===== config.mk =====
export PLATFORM = sky130hd
export DESIGN_NAME = wb_rr_arbiter
export DESIGN_NICKNAME = d
export VERILOG_FILES = /design/src/rtl/wb_rr_arbiter_pkg.sv /design/src/rtl/wb_unit_fifo.sv /design/src/rtl/wb_rr_arbiter.sv
export SDC_FILE = /design/constraint.sdc
export NUM_CORES = 1
export LEC_CHECK = 0
export BUFFER_PORTS_ARGS = -buffer_cell sky130_fd_sc_hd__buf_2
export CELL_PAD_IN_SITES_DETAIL_PLACEMENT = 1
export CELL_PAD_IN_SITES_GLOBAL_PLACEMENT = 1
export CORE_MARGIN = 8
export CORE_UTILIZATION = 49
export CTS_CLUSTER_SIZE = 14
export DETAILED_ROUTE_END_ITERATION = 8
export GPL_ROUTABILITY_DRIVEN = 0
export GPL_TIMING_DRIVEN = 0
export PLACE_DENSITY = 0.89
export REMOVE_ABC_BUFFERS = 1
export SLEW_MARGIN = 20
export SYNTH_ARGS = -nofsm -noshare
export SYNTH_HDL_FRONTEND = slang
export SYNTH_SLANG_ARGS = --single-unit

===== constraint.sdc =====
create_clock -name clk -period 5.9 [get_ports clk]
set_clock_uncertainty 0.05 [all_clocks]
set_input_delay 1.18 -clock clk [delete_from_list [all_inputs] [get_ports clk]]
set_output_delay 1.18 -clock clk [all_outputs]
set_load 0.01 [all_outputs]

===== src/rtl/wb_rr_arbiter_pkg.sv =====
// Shared types for the writeback arbiter: instruction id, writeback packet and FIFO entry.
// Mirrors the id_t / wb_packet_t layout of the core's type package.
package wb_rr_arbiter_pkg;

    localparam int MAX_IDS = 8;
    localparam int ID_W    = $clog2(MAX_IDS);

    typedef logic [ID_W-1:0] id_t;

    typedef struct packed {
        id_t         id;
        logic        valid;
        logic [31:0] data;
    } wb_packet_t;

    typedef struct packed {
        id_t         id;
        logic [31:0] data;
    } fifo_entry_t;

endpackage


===== src/rtl/wb_unit_fifo.sv =====
// Per-unit result FIFO; pointers carry an extra wrap bit so full and empty are distinguishable.
module wb_unit_fifo
    import wb_rr_arbiter_pkg::*;
#(
    parameter int DEPTH = 2
) (
    input  logic        clk,
    input  logic        rst_n,
    input  logic        push_i,
    input  logic        pop_i,
    input  fifo_entry_t din_i,
    output fifo_entry_t dout_o,
    output logic        full_o,
    output logic        empty_o
);

    localparam int AW = $clog2(DEPTH);

    logic [AW:0] wr_ptr_q, wr_ptr_d;
    logic [AW:0] rd_ptr_q, rd_ptr_d;
    fifo_entry_t mem_q [DEPTH];

    always_comb begin
        wr_ptr_d = wr_ptr_q;
        rd_ptr_d = rd_ptr_q;
        if (push_i) wr_ptr_d = wr_ptr_q + (AW+1)'(1);
        if (pop_i)  rd_ptr_d = rd_ptr_q + (AW+1)'(1);
    end

    always_ff @(posedge clk or negedge rst_n) begin
        if (!rst_n) begin
            wr_ptr_q <= '0;
            rd_ptr_q <= '0;
        end else begin
            wr_ptr_q <= wr_ptr_d;
            rd_ptr_q <= rd_ptr_d;
        end
    end

    // NOTE: storage has no reset; the pointers alone define which entries are live.
    always_ff @(posedge clk) begin
        if (push_i) mem_q[wr_ptr_q[AW-1:0]] <= din_i;
    end

    assign dout_o  = mem_q[rd_ptr_q[AW-1:0]];
    assign empty_o = (wr_ptr_q == rd_ptr_q);
    assign full_o  = (wr_ptr_q[AW-1:0] == rd_ptr_q[AW-1:0]) && (wr_ptr_q[AW] != rd_ptr_q[AW]);

endmodule


===== src/rtl/wb_rr_arbiter.sv =====
// Round-robin writeback arbiter: NUM_UNITS buffered producers onto NUM_PORTS registered ports.
// Define WB_ARB_STATS_EN to build the saturating per-unit stall counters.
module wb_rr_arbiter
    import wb_rr_arbiter_pkg::*;
#(
    parameter int NUM_UNITS = 4,
    parameter int NUM_PORTS = 1,
    parameter int BUF_DEPTH = 2
) (
    input  logic                        clk,
    input  logic                        rst_n,
    input  logic [NUM_UNITS-1:0]        unit_valid,
    input  id_t  [NUM_UNITS-1:0]        unit_id,
    input  logic [NUM_UNITS-1:0][31:0]  unit_data,
    output logic [NUM_UNITS-1:0]        unit_ack,
    output wb_packet_t [NUM_PORTS-1:0]  wb,
    output logic [NUM_UNITS-1:0][31:0]  stall_count
);

    localparam int GW = $clog2(NUM_UNITS);
    typedef logic [GW-1:0] wb_arb_grant_t;

    logic [NUM_UNITS-1:0] full, empty, grant;
    fifo_entry_t          head [NUM_UNITS];

    logic          [NUM_PORTS-1:0] port_vld;
    wb_arb_grant_t [NUM_PORTS-1:0] port_sel;
    wb_arb_grant_t                 last_idx;
    wb_arb_grant_t                 rr_ptr_q, rr_ptr_d;
    wb_packet_t    [NUM_PORTS-1:0] wb_q, wb_d;

    // No bypass: a full FIFO refuses the push even when it is popped this cycle.
    assign unit_ack = unit_valid & ~full;

    for (genvar i = 0; i < NUM_UNITS; i++) begin : g_fifo
        fifo_entry_t din;
        assign din.id   = unit_id[i];
        assign din.data = unit_data[i];

        wb_unit_fifo #(.DEPTH(BUF_DEPTH)) u_fifo (
            .clk     (clk),
            .rst_n   (rst_n),
            .push_i  (unit_ack[i]),
            .pop_i   (grant[i]),
            .din_i   (din),
            .dout_o  (head[i]),
            .full_o  (full[i]),
            .empty_o (empty[i])
        );
    end

    // NOTE: every combinational output is given a default first so no path can infer a latch.
    always_comb begin
        logic [GW:0] pos;
        int          n_grants;
        grant    = '0;
        port_vld = '0;
        port_sel = '0;
        last_idx = rr_ptr_q;
        pos      = '0;
        n_grants = 0;
        for (int j = 0; j < NUM_UNITS; j++) begin
            pos = {1'b0, rr_ptr_q} + (GW+1)'(j);
            if (pos >= (GW+1)'(NUM_UNITS)) pos = pos - (GW+1)'(NUM_UNITS);
            if (!empty[pos[GW-1:0]] && n_grants < NUM_PORTS) begin
                grant[pos[GW-1:0]] = 1'b1;
                for (int k = 0; k < NUM_PORTS; k++) begin
                    if (k == n_grants) begin
                        port_vld[k] = 1'b1;
                        port_sel[k] = pos[GW-1:0];
                    end
                end
                last_idx = pos[GW-1:0];
                n_grants++;
            end
        end
    end

    always_comb begin
        wb_d     = wb_q;
        rr_ptr_d = rr_ptr_q;
        for (int k = 0; k < NUM_PORTS; k++) begin
            wb_d[k].valid = port_vld[k];
            if (port_vld[k]) begin
                wb_d[k].id   = head[port_sel[k]].id;
                wb_d[k].data = head[port_sel[k]].data;
            end
        end
        if (|grant) begin
            rr_ptr_d = (last_idx == wb_arb_grant_t'(NUM_UNITS - 1)) ? '0
                                                                    : last_idx + wb_arb_grant_t'(1);
        end
    end

    // NOTE: sequential state uses non-blocking assignments so all flops update from pre-edge values.
    always_ff @(posedge clk or negedge rst_n) begin
        if (!rst_n) begin
            wb_q     <= '0;
            rr_ptr_q <= '0;
        end else begin
            wb_q     <= wb_d;
            rr_ptr_q <= rr_ptr_d;
        end
    end

    assign wb = wb_q;

`ifdef WB_ARB_STATS_EN
    logic [NUM_UNITS-1:0][31:0] stall_q, stall_d;

    always_comb begin
        stall_d = stall_q;
        for (int i = 0; i < NUM_UNITS; i++) begin
            if (!empty[i] && !grant[i] && stall_q[i] != 32'hFFFF_FFFF) stall_d[i] = stall_q[i] + 32'd1;
        end
    end

    always_ff @(posedge clk or negedge rst_n) begin
        if (!rst_n) stall_q <= '0;
        else        stall_q <= stall_d;
    end

    assign stall_count = stall_q;
`else
    assign stall_count = '0;
`endif

endmodule

==> impl_metrics.yaml <==
floorplanning:
  die_h_um: 193
  rows: 64
  fp.dieW_um: 193
  pin_count: 314
  design.die.area_sq_mm: 0.0372
  core_area_sq_mm: 0.0307
  start_util: 0.499
logic_synthesis:
  syn_area_per_cell_sq_um: 14.4
  synth-edff-count: 280
  synth-main-ff-cell: "edfxtp_1"
  ys_seq_area_frac: 0.636
  post_synth_instance_area_sq_mm: 0.0153
  synth_seq_cells: 334
  ys_async_sr_fraction: 0.162
  synth_cell_types: 61
  synth_cells: 1065
  yosys_warnings: 0
setup_path:
  critPathLaunchType: "flip-flop"
  cp_data_required_time_ps: 6300
  endpoint_kind: "flip-flop"
  path_class: "reg2reg"
  worstPathArrival_ps: 6120
  crit_fanout: 31
drt:
  vias: 9721
  drc: 0
  drtPass1Iterations: 5
  ant_nets: 0
  routed_wl_um: 44400
  viasPerCell: 5.79
  drt-initial-drc-count: 609
  avgRoutedWirePerCell_um: 26.5
layout:
  drive_gt1_frac: 0.288
  area_delta_synth_final_pct: 14.8
  multi_input_area_sq_mm: 0.00484
  fin_nets: 1402
  fillers: 3003
  post-route-util: 0.573
  seq_area_sq_mm: 0.00977
clock_network:
  cts.sink_count: 334
  numCtsBuffers: 37
  clk_pin_slew_ps: 60
  post-cts-setup-buffers: 0
  clockRootBuffer: "clkbuf_16"
  h-tree-depth: 2
  cts_repair_resize_count: 0
  cts_buffer_depth: 3
  hold_buffers: 0
  cts_tree: "built"
  clk_latency_ps: 530
run_status:
  status: "complete, no violations"
sta:
  fin_crit_ps: 5720
  setup_viol: 0
  timing_max_transition_violations_final: 0
  slew_headroom: 0.276
  rsz0062_at_grt: "yes"
  hold_violations: 0
  worstMarginPinSlew_ps: 1080
  finalCritPeriodShare: 0.969
  max_clock_freq_ghz: 0.175
global_route:
  grt_pass1_vias: 10400
  antenna_found_initial: 7
  grt_max_degree: 55
  grt_pass1_wl_um: 64500
  grt-ovfl-total: 0
  grtUsageTotal: 0.230
job:
  drv_cap: 0
placed_design:
  dpl.hpwl_um: 32000
  io_buffers: 185
hold_path:
  hold_class: "reg2reg"
## flip-flops by register name (all words and copies together) (netlist names)
name                    count
g_fifo.u_fifo.mem_q       280
wb                         36
g_fifo.u_fifo.rd_ptr_q      8
g_fifo.u_fifo.wr_ptr_q      8
rr_ptr_q                    2
## through the flow
stage               setup TNS, ps  instance area (sq um)  worst slack, ps  hold slack, ps  cells
finish                          0                  17600              185             430   1678
global route                -11.7                  17600            -8.38             448   1678
CTS                             0                  17600              199             435   1673
detailed placement              0                  16500              274             421   1608
global placement           -91700                  16000            -2610             418   1584
floorplan                       0                  14500              290             448   1003
## worst max-delay path, stage by stage (launching register included)
cell,delay [ps]
dfrtp_1,900
inv_2,280
ha_1,560
or4_2,780
a22oi_4,420
nor4_1,220
or3b_2,650
buf_16,230
nand2_2,450
a221oi_1,880
a211o_1,180
## layout make-up
cell class / instances / share of cell area
timing repair buffer: 209 / 0.0770
clock inverter: 18 / 0.00596
clock buffer: 47 / 0.0559
sequential: 334 / 0.555
multi-input combinational: 654 / 0.274
inverter: 15 / 0.00327
tap: 396 / 0.0281
antenna: 5 / 0.000710
## logic make-up after synthesis
| kind of cell | synth area share |
|---|---|
| xor gates and xnor gates | 0.0219 |
| other | 0.000244 |
| muxes | 0.102 |
| AOI/OAI and AO/OA | 0.109 |
| adders and majority gates | 0.00408 |
| DFF | 0.636 |
| and+or+nand+nor | 0.0400 |
| buffers and inverters | 0.0868 |
## routing by layer
| metal | global-route usage | up-vias | share of wire | wire (um) |
|---|---|---|---|---|
| li1 | - | 4177 | - | - |
| met1 | 0.276 | 4930 | 0.38 | 17000 |
| met2 | 0.402 | 501 | 0.51 | 22500 |
| met3 | 0.0451 | 109 | 0.074 | 3300 |
| met4 | 0.0979 | 4 | 0.038 | 1670 |
| met5 | 0 | - | 0.00058 | 26 |
## placed cells by master, fill, tap and decap left out, drive strengths merged, types with 6 or more instances in the layout
cell     netlist  final
mux2          41     41
o2111ai        8      8
clkbuf        32     47
mux2i        108    108
nor4           6      6
a211o         32     32
o21ai         43     43
a21oi         32     32
nand4          7      7
clkinv         1     18
a221oi        34     34
dfrtp         54     54
nor2          30     30
nand2         51     51
inv           14     15
xor2          16     16
buf          157    209
a211oi        33     33
xnor2         19     19
o31ai          8      8
nor3          13     13
conb           1    128
edfxtp       280    280
## final timing paths
path	to	from	slack (ps)	cells after the start
setup / recovery	wb[15]	rr_ptr_q[0]	180	10
hold / removal	wb[19]	wb[19]	430	1
setup reg to reg	wb[15]	rr_ptr_q[0]	180	10
hold reg to reg	wb[19]	wb[19]	430	1
max in group asynchronous	g_fifo[1].u_fifo.rd_ptr_q[0]	rst_n	4560	1
min in group asynchronous	wb[5]	rst_n	660	1
## cells in the mapped netlist (29+ instances only)
library cell / instances / area [sq um]
edfxtp_1: 280 / 8410
buf_4: 136 / 1020
mux2i_1: 108 / 1080
dfrtp_1: 54 / 1350
nand2_1: 51 / 191
o21ai_0: 43 / 215
mux2_2: 41 / 462
a221oi_1: 34 / 298
a211o_1: 32 / 280
a21oi_1: 32 / 160
a211oi_2: 31 / 388
clkbuf_1: 30 / 113
nor2_1: 29 / 109
Power is left out: the tool's default activity adds up to more than one toggle a clock period on the data nets, which glitch-free logic cannot reach.
